==> src/rtl/bcd_counter_ndigit_if.sv <==
// Control and status bundle for bcd_counter_ndigit: master drives the
// controls and load value, slave returns the packed count and pulse flags.
interface bcd_counter_ndigit_if #(parameter int DIGITS = 3);
   logic                  clear;
   logic                  load;
   logic [4*DIGITS-1:0]   load_val;
   logic                  en;
   logic                  up;
   logic [4*DIGITS-1:0]   q;
   logic                  overflow;
   logic                  load_err;

   modport master (output clear, load, load_val, en, up,
                   input  q, overflow, load_err);
   modport slave  (input  clear, load, load_val, en, up,
                   output q, overflow, load_err);
endinterface

==> src/rtl/bcd_counter_ndigit.sv <==
// DIGITS-decade BCD up/down counter with synchronous clear/load and wrap pulse.
// Define BCD_COUNTER_SATURATE_EN to hold at the end values instead of wrapping.

// One decade: steps when step_i is set and reports a carry/borrow to the next.
module bcd_digit_step (
   input  logic [3:0] dig_i,
   input  logic       up_i,
   input  logic       step_i,
   output logic [3:0] dig_o,
   output logic       carry_o
);
   always_comb begin
      dig_o   = dig_i;
      carry_o = step_i & (up_i ? (dig_i == 4'd9) : (dig_i == 4'd0));
      if (step_i) begin
         if (up_i) dig_o = (dig_i == 4'd9) ? 4'd0 : dig_i + 4'd1;
         else      dig_o = (dig_i == 4'd0) ? 4'd9 : dig_i - 4'd1;
      end
   end
endmodule

module bcd_counter_ndigit #(
   parameter int DIGITS = 3
) (
   input  logic                  clk,
   input  logic                  reset_n,
   bcd_counter_ndigit_if.slave   bus
);
   logic [DIGITS-1:0][3:0] q_q, q_d, cnt_nxt, ld_nxt;
   logic [DIGITS:0]        step;
   logic [DIGITS-1:0]      bad;
   logic                   ovf_q, ovf_d, lerr_q, lerr_d;

   // step[i] set means every lower digit sits at the wrap value for this direction.
   assign step[0] = 1'b1;

   for (genvar g = 0; g < DIGITS; g++) begin : g_dig
      bcd_digit_step u_step (
         .dig_i   (q_q[g]),
         .up_i    (bus.up),
         .step_i  (step[g]),
         .dig_o   (cnt_nxt[g]),
         .carry_o (step[g+1])
      );
      assign bad[g]    = (bus.load_val[g*4 +: 4] > 4'd9);
      assign ld_nxt[g] = bad[g] ? 4'd9 : bus.load_val[g*4 +: 4];
   end

   always_comb begin
      q_d    = q_q;
      ovf_d  = 1'b0;
      lerr_d = 1'b0;
      if (bus.clear) begin
         q_d = '0;
      end else if (bus.load) begin
         q_d    = ld_nxt;
         lerr_d = |bad;
      end else if (bus.en) begin
         ovf_d = step[DIGITS];
`ifdef BCD_COUNTER_SATURATE_EN
         if (!step[DIGITS]) q_d = cnt_nxt;
`else
         q_d = cnt_nxt;
`endif
      end
   end

   always_ff @(posedge clk or negedge reset_n) begin
      if (!reset_n) begin
         q_q    <= '0;
         ovf_q  <= 1'b0;
         lerr_q <= 1'b0;
      end else begin
         q_q    <= q_d;
         ovf_q  <= ovf_d;
         lerr_q <= lerr_d;
      end
   end

   assign bus.q        = q_q;
   assign bus.overflow = ovf_q;
   assign bus.load_err = lerr_q;
endmodule

==> src/flat_wrapper.sv <==
// flat-port wrapper written by rule: the top's interface ports become plain ports
module bcd_counter_ndigit_flat 
#(
   parameter int DIGITS = 3
)
  (clk, reset_n, bus_clear, bus_load, bus_load_val, bus_en, bus_up, bus_q, bus_overflow, bus_load_err);
  bcd_counter_ndigit_if #(.DIGITS(DIGITS)) bus_i ();
  input  logic clk;
  input  logic reset_n;
  input wire logic [$bits(bus_i.clear)-1:0] bus_clear;
  input wire logic [$bits(bus_i.load)-1:0] bus_load;
  input wire logic [$bits(bus_i.load_val)-1:0] bus_load_val;
  input wire logic [$bits(bus_i.en)-1:0] bus_en;
  input wire logic [$bits(bus_i.up)-1:0] bus_up;
  output wire logic [$bits(bus_i.q)-1:0] bus_q;
  output wire logic [$bits(bus_i.overflow)-1:0] bus_overflow;
  output wire logic [$bits(bus_i.load_err)-1:0] bus_load_err;
  assign bus_i.clear = bus_clear;
  assign bus_i.load = bus_load;
  assign bus_i.load_val = bus_load_val;
  assign bus_i.en = bus_en;
  assign bus_i.up = bus_up;
  assign bus_q = bus_i.q;
  assign bus_overflow = bus_i.overflow;
  assign bus_load_err = bus_i.load_err;
  bcd_counter_ndigit #(.DIGITS(DIGITS)) u_core (.clk(clk), .reset_n(reset_n), .bus(bus_i));
endmodule
==> config.mk <==
export PLATFORM = sky130hd
export DESIGN_NAME = bcd_counter_ndigit_flat
export DESIGN_NICKNAME = d
export VERILOG_FILES = /design/src/rtl/bcd_counter_ndigit_if.sv /design/src/rtl/bcd_counter_ndigit.sv /design/src/flat_wrapper.sv
export SDC_FILE = /design/constraint.sdc
export NUM_CORES = 1
export LEC_CHECK = 0
export CAP_MARGIN = 20
export CORE_MARGIN = 3
export CORE_UTILIZATION = 40
export CTS_BUF_LIST = sky130_fd_sc_hd__clkbuf_8 sky130_fd_sc_hd__clkbuf_16
export DETAILED_ROUTE_END_ITERATION = 8
export HOLD_SLACK_MARGIN = 0.1
export PLACE_DENSITY = 0.65
export SLEW_MARGIN = 5
export SYNTH_ARGS = -nofsm -noshare
export SYNTH_HDL_FRONTEND = slang
export SYNTH_SLANG_ARGS = --single-unit
==> constraint.sdc <==
create_clock -name clk -period 3.3 [get_ports clk]
set_input_delay 0.66 -clock clk [delete_from_list [all_inputs] [get_ports clk]]
set_output_delay 0.66 -clock clk [all_outputs]
set_load 0.02 [all_outputs]
; ---- Yosys cells after proc, flatten, opt, wreduce, memory -nomap -nowiden
; Cells that the tools add are included.
[word_totals]
ff_bits = 14
in_bits = 18
out_inout_bits = 14
wordCells = 53
[op_classes]
add_sub_neg = 6
n_lt_le_gt_ge = 3
n_eq_ne = 3
muxes = 25
bitwise = 2
reduce_logical = 9
[op_table]
columns = cell, count
row1 = $mux W4, 14
row2 = $mux W12, 3
row3 = $add A4 B1 Y4 const B, 3
row4 = $eq A4 B4 Y1 const B, 3
row5 = $gt A4 B4 Y1 const B, 3
row6 = $logic_not A4 Y1, 3
row7 = $sub A4 B1 Y4 const B, 3
row8 = $reduce_bool A3 Y1, 3
row9 = $mux W1, 8
row10 = $reduce_and A2 Y1, 2
row11 = $reduce_or A3 Y1, 1
row12 = $and A1 B1 Y1, 2

; ---- Depth between registers and ports, before layout
; Gate-level depths: netlist of run 1.
[logic_depth]
depth_word = 7
depth_mapped = 7
ltp_nobuf = 6

; ---- Hierarchy
; From an unflattened synthesis of run 1, not the netlist that was laid out.
[unflattened]
hier_cells = 160
hier_area_um2 = 1358.8
[modules_own_cells]
columns = module, n_inst, cells_each, area_each_um2, seq_area_each_um2
row1 = bcd_counter_ndigit, 1, 67, 709.4, 350.3
row2 = bcd_digit_step, 3, 31, 216.5, 0.0

; ---- Worst setup path before layout of run 1
; Ideal clock, no wire load.
[synth_path]
kind = flip-flop to flip-flop
start = reg u_core.q_q (netlist bit u_core.bus.q[8])
end = reg u_core.q_q (netlist bit u_core.bus.q[10])
setup_ns = 0.090
arrival_time_ns = 1.874
required_ns = 3.210
path_slack_ns = 1.336
stages_incl_launch_ff = 8
n_path_buf = 1
synth_period_minus_slack_ns = 1.964
path_cell_list = dfrtp_1 clkbuf_1 inv_1 ha_1 mux2_4 a2111oi_4 o21bai_1 o221ai_1
[synth_between]
elab_chain_len = 7
elab_cells_between_ends = 11
cone_classes = add/sub: 2 / eq/ne: 1 / mux: 7 / reduce/logical: 1
[synth_rtl]
columns = item, line_no
row1 = start: declaration, bcd_counter_ndigit.sv:29  ; logic [DIGITS-1:0][3:0] q_q, q_d, cnt_nxt, ld_nxt;
row2 = start signal: assignment, bcd_counter_ndigit.sv:74  ; q_q <= q_d;
row3 = $sub A4 B1 Y4 (tied with other cells), bcd_counter_ndigit.sv:17  ; else dig_o = (dig_i == 4'd0) ? 4'd9 : dig_i - 4'd1;
row4 = "$mux W4, on equally long branches", "bcd_counter_ndigit.sv:17, bcd_counter_ndigit.sv:16"
row5 = $mux W4 *, bcd_counter_ndigit.sv:16  ; if (up_i) dig_o = (dig_i == 4'd9) ? 4'd0 : dig_i + 4'd1;
row6 = $mux W4 *, bcd_counter_ndigit.sv:15  ; if (step_i) begin
row7 = $mux W12 *, bcd_counter_ndigit.sv:58  ; end else if (bus.en) begin
row8 = $mux W12 *, bcd_counter_ndigit.sv:55  ; end else if (bus.load) begin
row9 = $mux W12 *, bcd_counter_ndigit.sv:53  ; if (bus.clear) begin
; Every way passes the cells marked *; elsewhere a longest branch is shown, timed or not. The select of a mux whose other input is x is not followed.
; A chain may end at the register's enable or synchronous reset.

; ---- Worst setup path after layout of run 1
[layout_path]
start = in bus_up
end = reg u_core.q_q (netlist bit u_core.bus.q[8])
[layout_between]
elab_chain_len = 5
elab_cells_between_ends = 10
cone_classes = mux: 7 / bitwise: 1 / reduce/logical: 2
[layout_rtl]
columns = item, line_no
row1 = start: declaration, flat_wrapper.sv:14  ; input wire logic [$bits(bus_i.up)-1:0] bus_up;
row2 = $mux W4, bcd_counter_ndigit.sv:16
row3 = $mux W4, bcd_counter_ndigit.sv:15
row4 = $mux W12, bcd_counter_ndigit.sv:58
row5 = $mux W12, bcd_counter_ndigit.sv:55
row6 = $mux W12, bcd_counter_ndigit.sv:53
; Parallel ways exist; a longest one is shown, timed or not. The select of a mux whose other input is x is not followed.

==> results of run 1 <==
==> registers in the layout, indices dropped and copies added (netlist names) <==
name                 flops
u_core.bus.overflow      1
u_core.bus.load_err      1
u_core.bus.q            12
==> metrics by stage <==
stage               cell area, um2   util  power, mW  std cells
detailed placement            1810  0.525      0.416        242
finish                        1860  0.541      0.592        246
floorplan                     1480      -      0.342        175
global route                  1860  0.541      0.629        246
CTS                           1860  0.541      0.594        246
global placement              1810  0.525      0.413        242
==> worst max path at each step <==
stage / startpoint / end / slack, ns / cells after the start
after global routing: bus_up / u_core.bus.q[8] / 0.76 / 6
after global placement: bus_up / u_core.bus.q[4] / 0.76 / 6
after floorplan: u_core.bus.q[8] / u_core.bus.q[10] / 1.34 / 7
final: bus_up / u_core.bus.q[8] / 0.95 / 6
after detailed placement: bus_up / u_core.bus.q[8] / 0.71 / 6
after CTS: bus_up / u_core.bus.q[8] / 0.95 / 6
==> cell type report <==
type	instances	area (um2)
Tap cell	46	57.6
Fill cell	325	1580
Inverter	10	37.5
Clock buffer	4	55.1
Timing Repair Buffer	34	333
Multi-Input combinational cell	138	1030
Sequential cell	14	350
==> tightest hold or removal path, cell delays in order, from the launching register on <==
cell,delay [ns]
dfrtp_1,0.46
nand3_1,0.11
nand3_1,0.07
==> metal layers <==
metal  part of all wire  global-route usage
met4              0.010              0.0430
met1               0.45               0.249
met3              0.057              0.0354
met5                  0                   0
met2               0.48               0.312
==> layout by cell type, fill, tap and decap left out, types with 2 or more instances in the layout <==
cell type	count
inv_1	10
nor4b_1	2
a221oi_1	4
ha_1	11
or3_1	2
nand3b_1	2
nand2_1	10
nor3b_1	4
nor3_1	2
nand4b_1	3
and3_1	3
buf_4	3
clkdlybuf4s50_1	31
nand2b_1	7
nor2b_1	4
o221ai_1	2
a311oi_1	3
o21ai_0	8
o21ai_1	2
and4b_1	2
a211oi_1	2
nand3_1	4
o2111ai_1	2
and2_1	2
dfrtp_1	14
a211o_1	3
clkbuf_8	4
o211ai_1	3
o21bai_1	3
a311o_1	2
nor2_1	14
a21oi_1	10
==> power breakdown <==
part           internal (mW)  leakage [nW]  total, mW  switching [mW]
Sequential             0.183         0.185      0.213          0.0302
Clock                  0.106        0.0288      0.179          0.0728
Combinational          0.101         0.511      0.200          0.0986
==> cell families (layout without fill, tap and decap cells) <==
logic type	Yosys count	after routing	synth area share
simple gates	70	70	0.298
compound gates	53	53	0.272
buf+inv	23	48	0.0708
flops	14	14	0.236
fa+ha+maj	11	11	0.0927
mux	3	3	0.0244
xor+xnor	1	1	0.00590
==> run summary, run 1 <==
Area growth syn-to-layout = 25.5%
Final Hold Fails = 0
Syn Area/Cell = 8.48 um2
Die W = 66.9 um
R2R cell count = 6
ys flop type = dfrtp_1
Sinks on Clock Net = 14
die height = 66.9 um
Bufs on Longest Clock Path = 2
crit path max fanout = 12
skew final = 0.00560 ns
clock root cell = clkbuf_8
FF-to-FF Start = u_core.bus.q[0]
Post-synth EDFFs = 0
Cell Pwr Density = 318 nW/um2
Post CTS Setup Buffer Count = 0
Post-Syn Area = 1480 um2
Initial Utilization = 0.431
largest net degree at the start of global routing = 18
fin. max-slew vios = 0
clock-pin transition on the worst setup and hold timing paths = 0.07 ns
crit-path leading delay family = buffers and inverters
fmax = 425 MHz
total CTS buffers = 3
slew margin rel. = 0.519
critical path arrival = 2.47 ns
post-DP HPWL = 2830 um
register area share after synthesis = 0.236
die area = 4480 um2
DRT Pass-1 Iters = 4
WHS Path Cells = 2
port bufs = 31
post-DR wirelength/cell = 15.5 um
Skew-Pair Late Insertion Delay = 0.25 ns
Yosys reg bits = 14
routed vias/inst = 5.78
htree depth = 1
Setup TNS Final = 0 ns
Max-Cap Viols = 0
Overflow after GRT = 0
RePlAce Congestion = 0.832
CP Class = in2reg
data required time of the worst path = 3.41 ns
Tmin final = 2.35 ns
syn_nets = 204
final worst setup slack = 0.946 ns
FFs w/ async S/R, synth = 1.00
fraction of layout cells with a size suffix above 1 = 0.0850
Max VDD drop = 284 uV
post-synth top area cell = dfrtp_1
nets@finish = 230
yosys synthesis warning count = 0
Core Region = 3440 um2
endpoint type of the worst setup path = register
Final ANT Viol Nets = 0
Buf/Inv on CP = 2
Ports = 32
critical path launch point type = primary input
WL final = 3810 um
hold buffers post-CTS = 0
vias post-DR = 1,422
vias in the first global route = 1,389
Cell variety after synth = 56
post_cts resized = 0
Hold WS = 0.680 ns
Hold Crit Start = u_core.bus.q[9]
static leakage = 0.725 nW
Synth area leaders = dfrtp_1 24%, ha_1 9.3%, nor2_1 3.5%
Least-Margin Pin Slew = 0.719 ns
final period utilization = 0.713
Crit path largest cell delay = 0.58 ns
initial antenna violation count = 0
top-area cell type share of the netlist area = 0.236
GR Util All Layers = 0.187
Commonest cells post-synth = 14 x dfrtp_1, 14 x nor2_1, 11 x ha_1
DRC = 0
CTS tree = yes
worst reg2reg path endpoint = u_core.bus.q[4]
outcome = completed
CP cell instances = clkdlybuf4s50_1, buf_4, nor4b_4, o221ai_1, a211oi_1, nor4_2
ANT cells = 0
slowest CP cell = clkdlybuf4s50_1
Setup Viol. Count Final = 0
HP Class = reg2reg
r2r setup slk = 1.34 ns
Mapped Cells = 175
pre-CTS WS = 0.712 ns
DR iter-0 viols = 100
first-pass GRT wire length = 6470 um
Cell Rows = 21
hold endpoint = u_core.bus.q[9]
RSZ-0062 raised after global routing = no
Power figures use the tool's default switching activity.
==> inputs of run 2 (changes only) <==
PLACE_DENSITY = 0.68   (was 0.65)
clock period = 2.1 ns   (was 3.3 ns; I/O delays follow)
==> run summary, run 2 (synthesis results as in run 1) <==
Ports = 32
total power = 0.950 mW
HP Class = in2async
vias in the first global route = 1,559
final period utilization = 0.925
R2R cell count = 6
static leakage = 0.800 nW
fraction of layout cells with a size suffix above 1 = 0.149
Max-Cap Viols = 0
Crit path depth = 1
first-pass GRT wire length = 7030 um
Finished Layout Cells = 261
DRC = 0
post-DR wirelength/cell = 15.6 um
Cell Rows = 21
Setup Viol. Count Final = 0
Bufs on Longest Clock Path = 2
fin area = 1980 um2
pre-CTS WS = -0.0470 ns
Area growth syn-to-layout = 33.5%
Crit path largest cell delay = 0.69 ns
CTS tree = yes
max reg flops = 12
vias post-DR = 1,542
Tmin final = 1.94 ns
data required time of the worst path = 1.68 ns
die area = 4480 um2
Buf/Inv on CP = 1
clock-pin transition on the worst setup and hold timing paths = 0.06 ns
slew margin rel. = 0.734
Die W = 66.9 um
clock root cell = clkbuf_8
Max VDD drop = 273 uV
RSZ-0062 raised after global routing = no
placed cell area = 1920 um2
DR iter-0 viols = 104
fin. max-slew vios = 0
CP Class = reg2out
slowest CP cell = clkdlybuf4s50_1
Initial Utilization = 0.431
Setup TNS Final = 0 ns
critical path arrival = 1.52 ns
Post-Place Cells = 257
total CTS buffers = 3
hold buffers post-CTS = 0
largest net degree at the start of global routing = 15
Final Hold Fails = 0
CP cell instances = clkdlybuf4s50_1
DRT Pass-1 Iters = 4
skew final = 0.00239 ns
nets@finish = 245
Skew-Pair Late Insertion Delay = 0.25 ns
GR Util All Layers = 0.202
Final ANT Viol Nets = 0
RePlAce Congestion = 0.851
FILL cells = 314
Hold WS = 0.482 ns
commonest cells after routing, fill and taps aside = 31 x clkdlybuf4s50_1, 18 x buf_4, 14 x nor2_1, 14 x dfrtp_1, 11 x ha_1
htree depth = 1
ANT cells = 0
Overflow after GRT = 0
die height = 66.9 um
Sinks on Clock Net = 14
routed vias/inst = 5.91
fmax = 515 MHz
final worst setup slack = 0.158 ns
port bufs = 31
post-DP HPWL = 3210 um
critical path launch point type = register
Least-Margin Pin Slew = 0.394 ns
Cell Pwr Density = 480 nW/um2
outcome = completed
crit-path leading delay family = buffers and inverters
initial antenna violation count = 0
WL final = 4070 um
crit path max fanout = 12
Final Util = 0.575
endpoint type of the worst setup path = primary output
Core Region = 3440 um2
most common cell after layout, fill and taps aside = clkdlybuf4s50_1
## run 2: changes by cell type in the layout (fill, tap and decap cells not counted), sizes merged
cell,before,now
buf,3,18
## run 2: what timing repair did
action | in CTS | in global routing
buffers inserted | 0 | 0
endpoints found under the setup margin | 0 | 1
resized for setup | 0 | 1
## run 2: worst paths after layout
kind	slack, ns	endpoint	from
max in group asynchronous	1.44	u_core.bus.q[3]	reset_n
hold reg to reg	0.68	u_core.bus.q[9]	u_core.bus.q[9]
setup reg to reg	0.20	u_core.bus.q[8]	u_core.bus.q[4]
hold / removal	0.48	u_core.bus.q[9]	reset_n
min in group clk	0.68	u_core.bus.q[9]	u_core.bus.q[9]
setup / recovery	0.16	bus_q[6]	u_core.bus.q[6]
## run 2: layer usage
layer / part of all wire / vias up / track usage / routed length (um)
li1: - / 738 / - / -
met1: 0.43 / 738 / 0.256 / 1740
met2: 0.50 / 58 / 0.344 / 2020
met3: 0.059 / 8 / 0.0371 / 240
met4: 0.014 / 0 / 0.0608 / 57
met5: 0 / - / 0 / 0
## run 2: layout make-up
type                    instances  area (um2)  share of cell area
inverters                      10        37.5              0.0190
repair buffers                 49         445               0.225
flip-flops and latches         14         350               0.177
well taps                      46        57.6              0.0291
multi-input cells             138        1030               0.522
clock buffers                   4        55.1              0.0278
## run 2: power breakdown
part / total (mW) / internal [mW] / switching, mW
registers: 0.331 / 0.288 / 0.0436
clock network: 0.269 / 0.166 / 0.102
logic: 0.350 / 0.181 / 0.169
